<file path="config.mk">
export PLATFORM = sky130hd
export DESIGN_NAME = slave_port
export DESIGN_NICKNAME = d
export VERILOG_FILES = /design/src/rtl/slave_port_pkg.sv /design/src/rtl/serial_shift_reg.sv /design/src/rtl/slave_port.sv
export SDC_FILE = /design/constraint.sdc
export NUM_CORES = 1
export LEC_CHECK = 0
export ABC_CLOCK_PERIOD_IN_PS = 2500
export CORE_MARGIN = 2
export CORE_UTILIZATION = 50
export DETAILED_ROUTE_END_ITERATION = 16
export GPL_TIMING_DRIVEN = 0
export PLACE_DENSITY = 0.78
export RECOVER_POWER = 25
export SYNTH_ARGS = -nofsm -noshare
export SYNTH_HDL_FRONTEND = slang
export SYNTH_HIERARCHICAL = 1
export SYNTH_SLANG_ARGS = --single-unit
</file>
<file path="constraint.sdc">
create_clock -name clk -period 2.5 [get_ports clk]
set_clock_uncertainty 0.2 [all_clocks]
set_input_delay 0.375 -clock clk [delete_from_list [all_inputs] [get_ports clk]]
set_output_delay 0.375 -clock clk [all_outputs]
set_load 0.005 [all_outputs]
</file>
<file path="src/rtl/slave_port_pkg.sv">
// Shared definitions for the serial system bus: transaction states, op encoding and
// default serial field lengths used by slave port, master port and arbiter.
package slave_port_pkg;

  localparam int unsigned AddrLen = 12;
  localparam int unsigned DataLen = 8;

  typedef enum logic [2:0] {
    StIdle,
    StRxAddr,
    StRxData,
    StWrite,
    StReadWait,
    StTxWait,
    StTxData
  } state_e;

  typedef enum logic {
    OpRead  = 1'b0,
    OpWrite = 1'b1
  } op_e;

endpackage

</file>
<file path="src/rtl/serial_shift_reg.sv">
// Parallel-load shift register. Serial data enters at the MSB and leaves at the LSB,
// so an LSB-first stream lands in natural bit order after Width shifts.
module serial_shift_reg #(
  parameter int unsigned Width = 8
) (
  input  logic             clk_i,
  input  logic             rst_i,
  input  logic             load_i,
  input  logic [Width-1:0] load_data_i,
  input  logic             shift_in_i,
  input  logic             serial_i,
  input  logic             shift_out_i,
  output logic [Width-1:0] data_o
);

  logic [Width-1:0] data_d, data_q;

  always_comb begin
    data_d = data_q;
    if (load_i) begin
      data_d = load_data_i;
    end else if (shift_in_i) begin
      data_d = {serial_i, data_q[Width-1:1]};
    end else if (shift_out_i) begin
      data_d = {1'b0, data_q[Width-1:1]};
    end
  end

  always_ff @(posedge clk_i) begin
    if (rst_i) begin
      data_q <= '0;
    end else begin
      data_q <= data_d;
    end
  end

  assign data_o = data_q;

endmodule

</file>
<file path="src/rtl/slave_port.sv">
// Slave-side bus front end: deserialises address/write data, drives a synchronous
// memory port and serialises read data back to the master.
module slave_port
  import slave_port_pkg::*;
#(
  parameter int unsigned ADDR_LEN     = AddrLen,
  parameter int unsigned DATA_LEN     = DataLen,
  parameter int unsigned READ_LATENCY = 1
) (
  input  logic                clk,
  input  logic                reset,
  input  logic                master_valid,
  input  logic                write_en,
  input  logic                read_en,
  input  logic                rx_address,
  input  logic                rx_data,
  input  logic                master_ready,
  output logic                slave_ready,
  output logic                slave_valid,
  output logic                tx_data,
  output logic [ADDR_LEN-1:0] mem_addr,
  output logic [DATA_LEN-1:0] mem_wdata,
  output logic                mem_we,
  input  logic [DATA_LEN-1:0] mem_rdata
);

  localparam int unsigned MaxLen = (ADDR_LEN > DATA_LEN) ? ADDR_LEN : DATA_LEN;
  localparam int unsigned CntW   = $clog2(MaxLen + 1);

  state_e          state_d, state_q;
  op_e             op_d, op_q;
  logic [CntW-1:0] cnt_d, cnt_q;

  logic                addr_shift;
  logic                wdata_shift;
  logic                tx_load;
  logic                tx_shift;
  logic [DATA_LEN-1:0] tx_word;

  always_comb begin
    state_d     = state_q;
    op_d        = op_q;
    cnt_d       = cnt_q;
    addr_shift  = 1'b0;
    wdata_shift = 1'b0;
    tx_load     = 1'b0;
    tx_shift    = 1'b0;
    unique case (state_q)
      StIdle: begin
        // Exactly one of write/read must be requested; anything else is ignored.
        if (master_valid && (write_en ^ read_en)) begin
          op_d    = write_en ? OpWrite : OpRead;
          cnt_d   = '0;
          state_d = StRxAddr;
        end
      end
      StRxAddr: begin
        addr_shift = 1'b1;
        if (cnt_q == CntW'(ADDR_LEN - 1)) begin
          cnt_d   = '0;
          state_d = (op_q == OpWrite) ? StRxData : StReadWait;
        end else begin
          cnt_d = cnt_q + 1'b1;
        end
      end
      StRxData: begin
        wdata_shift = 1'b1;
        if (cnt_q == CntW'(DATA_LEN - 1)) begin
          cnt_d   = '0;
          state_d = StWrite;
        end else begin
          cnt_d = cnt_q + 1'b1;
        end
      end
      StWrite: begin
        state_d = StIdle;
      end
      StReadWait: begin
        if (cnt_q == CntW'(READ_LATENCY - 1)) begin
          tx_load = 1'b1;
          cnt_d   = '0;
          state_d = StTxWait;
        end else begin
          cnt_d = cnt_q + 1'b1;
        end
      end
      StTxWait: begin
        if (master_ready) begin
          state_d = StTxData;
        end
      end
      StTxData: begin
        tx_shift = 1'b1;
        if (cnt_q == CntW'(DATA_LEN - 1)) begin
          cnt_d   = '0;
          state_d = StIdle;
        end else begin
          cnt_d = cnt_q + 1'b1;
        end
      end
      default: begin
        state_d = StIdle;
      end
    endcase
  end

  always_ff @(posedge clk) begin
    if (reset) begin
      state_q <= StIdle;
      op_q    <= OpRead;
      cnt_q   <= '0;
    end else begin
      state_q <= state_d;
      op_q    <= op_d;
      cnt_q   <= cnt_d;
    end
  end

  serial_shift_reg #(
    .Width (ADDR_LEN)
  ) u_addr_sr (
    .clk_i       (clk),
    .rst_i       (reset),
    .load_i      (1'b0),
    .load_data_i ('0),
    .shift_in_i  (addr_shift),
    .serial_i    (rx_address),
    .shift_out_i (1'b0),
    .data_o      (mem_addr)
  );

  serial_shift_reg #(
    .Width (DATA_LEN)
  ) u_wdata_sr (
    .clk_i       (clk),
    .rst_i       (reset),
    .load_i      (1'b0),
    .load_data_i ('0),
    .shift_in_i  (wdata_shift),
    .serial_i    (rx_data),
    .shift_out_i (1'b0),
    .data_o      (mem_wdata)
  );

  serial_shift_reg #(
    .Width (DATA_LEN)
  ) u_tx_sr (
    .clk_i       (clk),
    .rst_i       (reset),
    .load_i      (tx_load),
    .load_data_i (mem_rdata),
    .shift_in_i  (1'b0),
    .serial_i    (1'b0),
    .shift_out_i (tx_shift),
    .data_o      (tx_word)
  );

  // Moore outputs decoded from the state register only.
  assign slave_ready = (state_q == StIdle);
  assign slave_valid = (state_q == StTxWait);
  assign mem_we      = (state_q == StWrite);
  assign tx_data     = (state_q == StTxData) & tx_word[0];

endmodule

</file>
==> results.yml <==
logic_synthesis:
  synth-edff-count: 0
  synthFlopType: "dfxtp_1"
  synthDistinctLibCells: 49
  syn_area_um2: 2100
  syn_inst: 232
  ys_seq_area_frac: 0.343
  ys_warn_count: 6
  ys_async_sr_fraction: 0
  ys_ff_latch: 36
  syn_area_per_cell_um2: 9.06
placement:
  hpwl_mm: 3.13
  place.gp.congestion: 0.765
  portBuffers: 39
  place_area_um2: 2700
detailed_routing:
  post_drt_via_cell_ratio: 5.26
  drc: 0
  drt_iter0_drc: 186
  drt-pass1-iter-count: 4
  ant_nets: 0
  totalWireLength_mm: 4.58
  num_vias: 1935
  wire_per_inst_um: 12.4
setup_path:
  r2r-start: "cnt_q[0]"
  crit_path_end: "u_tx_sr/data_o[4]"
  setup.worst_path.start: "cnt_q[0]"
  required_ps: 2460
  end_kind: "flop"
  path_max_fanout: 10
  reg2reg_to: "u_tx_sr/data_o[4]"
  cp.arrival_ps: 2320
  ff2ff_path_depth: 7
  critPathLaunchType: "flop"
  r2r_setup_slack_ps: 140
  worstSetupPathType: "reg2reg"
power:
  max-vdd-ir-drop_mv: 0.310
  p_leak_nw: 1.12
  finalPower_w: 0.00167
  power_density_nw_per_um2: 594
sta:
  min_period_ps: 2360
  fin_crit_sh: 0.943
  max_slew_margin: 0.413
  finalHoldViolations: 0
  timing.fmax_mhz: 424
  setup_viol: 0
  drv_slew: 0
  worst_pin_slew_ps: 877
finish:
  final-seq-area_um2: 721
  fin_nets: 335
  layout_commonest_cell: "conb_1"
  num_antenna_cells: 0
  multi_input_area_um2: 1370
  fin_area_um2: 2820
  final_layout_size_suffix_gt1_frac: 0.157
  layout_common_cells: "conb_1 (40), dfxtp_1 (36), nor2b_1 (27), nor2_1 (26), clkdlybuf4s50_1 (25)"
  fillers: 357
  syn2layout_area_growth_pct: 34.2
floorplan:
  io_pins: 40
  die_height_um: 68.8
  coreArea_um2: 4030
  start_util: 0.521
  die_w_um: 68.8
  dieArea_um2: 4740
  num_rows: 23
clocking:
  cts_tree: "done"
  cts_root_buffer: "clkbuf_8"
  cts.htree.levels: 2
  post_cts_buffers: 0
  clk_pin_slew_ps: 70
  cts_made_buffers: 5
  insertion_delay_ps: 280
  cts.path.max_buffers: 2
  cts_sinks: 36
grt:
  grt_use_total: 0.203
  grt-ovfl-total: 0
  antenna_found_initial: 0
  grt_pass1_vias: 1627
  grt_max_degree: 21
  grt_pass1_wl_mm: 7.31
run:
  drv_cap: 0
outcome:
  status: "complete, no violations"
hold_path:
  hold_path_class: "reg2reg"
  hold_start: "cnt_q[1]"
[Yosys cell counts (4+ instances only)]
library cell   n  share of area
dfxtp_1       36           0.34
nor2b_1       27          0.080
nor2_1        26          0.046
nor4_1        22          0.066
a2111oi_1     12          0.057
a2111oi_2     10          0.071
buf_2         10          0.024
inv_1         10          0.018
a21oi_1        7          0.017
buf_6          6          0.032
or3b_1         6          0.025
nand3b_1       4          0.014
nor3_1         4         0.0095
o21ai_0        4         0.0095
[final cells by class]
| type | count | share of cell area |
|---|---|---|
| clock buffers | 7 | 0.0306 |
| flip-flops and latches | 36 | 0.256 |
| clock inverters | 1 | 0.00266 |
| repair buffers | 39 | 0.138 |
| well taps | 50 | 0.0222 |
| multi-input cells | 205 | 0.485 |
| plain buffers | 20 | 0.0524 |
| inverters | 10 | 0.0133 |
[state kept, by name, indices dropped and copies added (netlist names)]
| register | cells |
|---|---|
| u_wdata_sr/data_o | 8 |
| state_q | 3 |
| u_tx_sr/data_o | 8 |
| u_addr_sr/data_o | 12 |
| cnt_q | 4 |
| op_q | 1 |
[where the power goes]
group          switching [W]  leakage [nW]  internal [W]
logic               0.000270         0.782      0.000283
registers          0.0000460         0.298      0.000640
clock network       0.000211        0.0445      0.000224
[cells by family (layout without fill, tap and decap cells)]
logic type	after synthesis	after routing	synth area share
AOI/OAI and AO/OA	52	52	0.239
xor gates and xnor gates	1	1	0.00417
adders and majority gates	2	2	0.0119
buffers and inverters	30	77	0.0852
DFF	36	36	0.343
muxes	1	1	0.00476
other	1	40	0.00179
and+or+nand+nor	109	109	0.310
[worst min-delay path by stage]
| stage | to | slack (ps) | depth (start not counted) |
|---|---|---|---|
| 4_1_cts | cnt_q[1] | 300 | 2 |
| 6_report | cnt_q[1] | 300 | 2 |
| 5_1_grt | cnt_q[1] | 330 | 2 |
| 3_5_place_dp | cnt_q[1] | 290 | 2 |
| 3_3_place_gp | cnt_q[1] | 280 | 2 |
| 2_1_floorplan | u_tx_sr/data_o[6] | 240 | 1 |
[what timing repair did]
item,in CTS,in global routing
gates resized for setup,2,7
hold endpoints to repair,0,0
hold buffers,0,0
setup endpoints to repair,8,6
[per-layer routing]
layer	wire length, um	share of wire	vias up	track usage
met5	0	0	-	0
met4	27	0.0059	0	0.0588
met3	207	0.045	2	0.0536
met2	2150	0.47	53	0.325
met1	2190	0.48	877	0.268
li1	-	-	1003	-
[worst max-delay path: stages (launching register included)]
cell,delay (ps)
dfxtp_1,320
inv_1,100
ha_1,160
or3b_4,410
nor4b_4,370
buf_4,240
nor2_1,50
a2111oi_1,390
[per-stage QoR]
step	TNS (ps)	util	worst slack (ps)	cells	hold WS [ps]
finish	0	0.700	143	368	297
global route	-2.10	0.700	-2.10	368	333
CTS	0	0.697	74.3	368	298
detailed placement	-961	0.670	-227	360	287
global placement	-611	0.670	-120	360	283
floorplan	0	-	279	271	243
(Power assumes the default switching activity.)
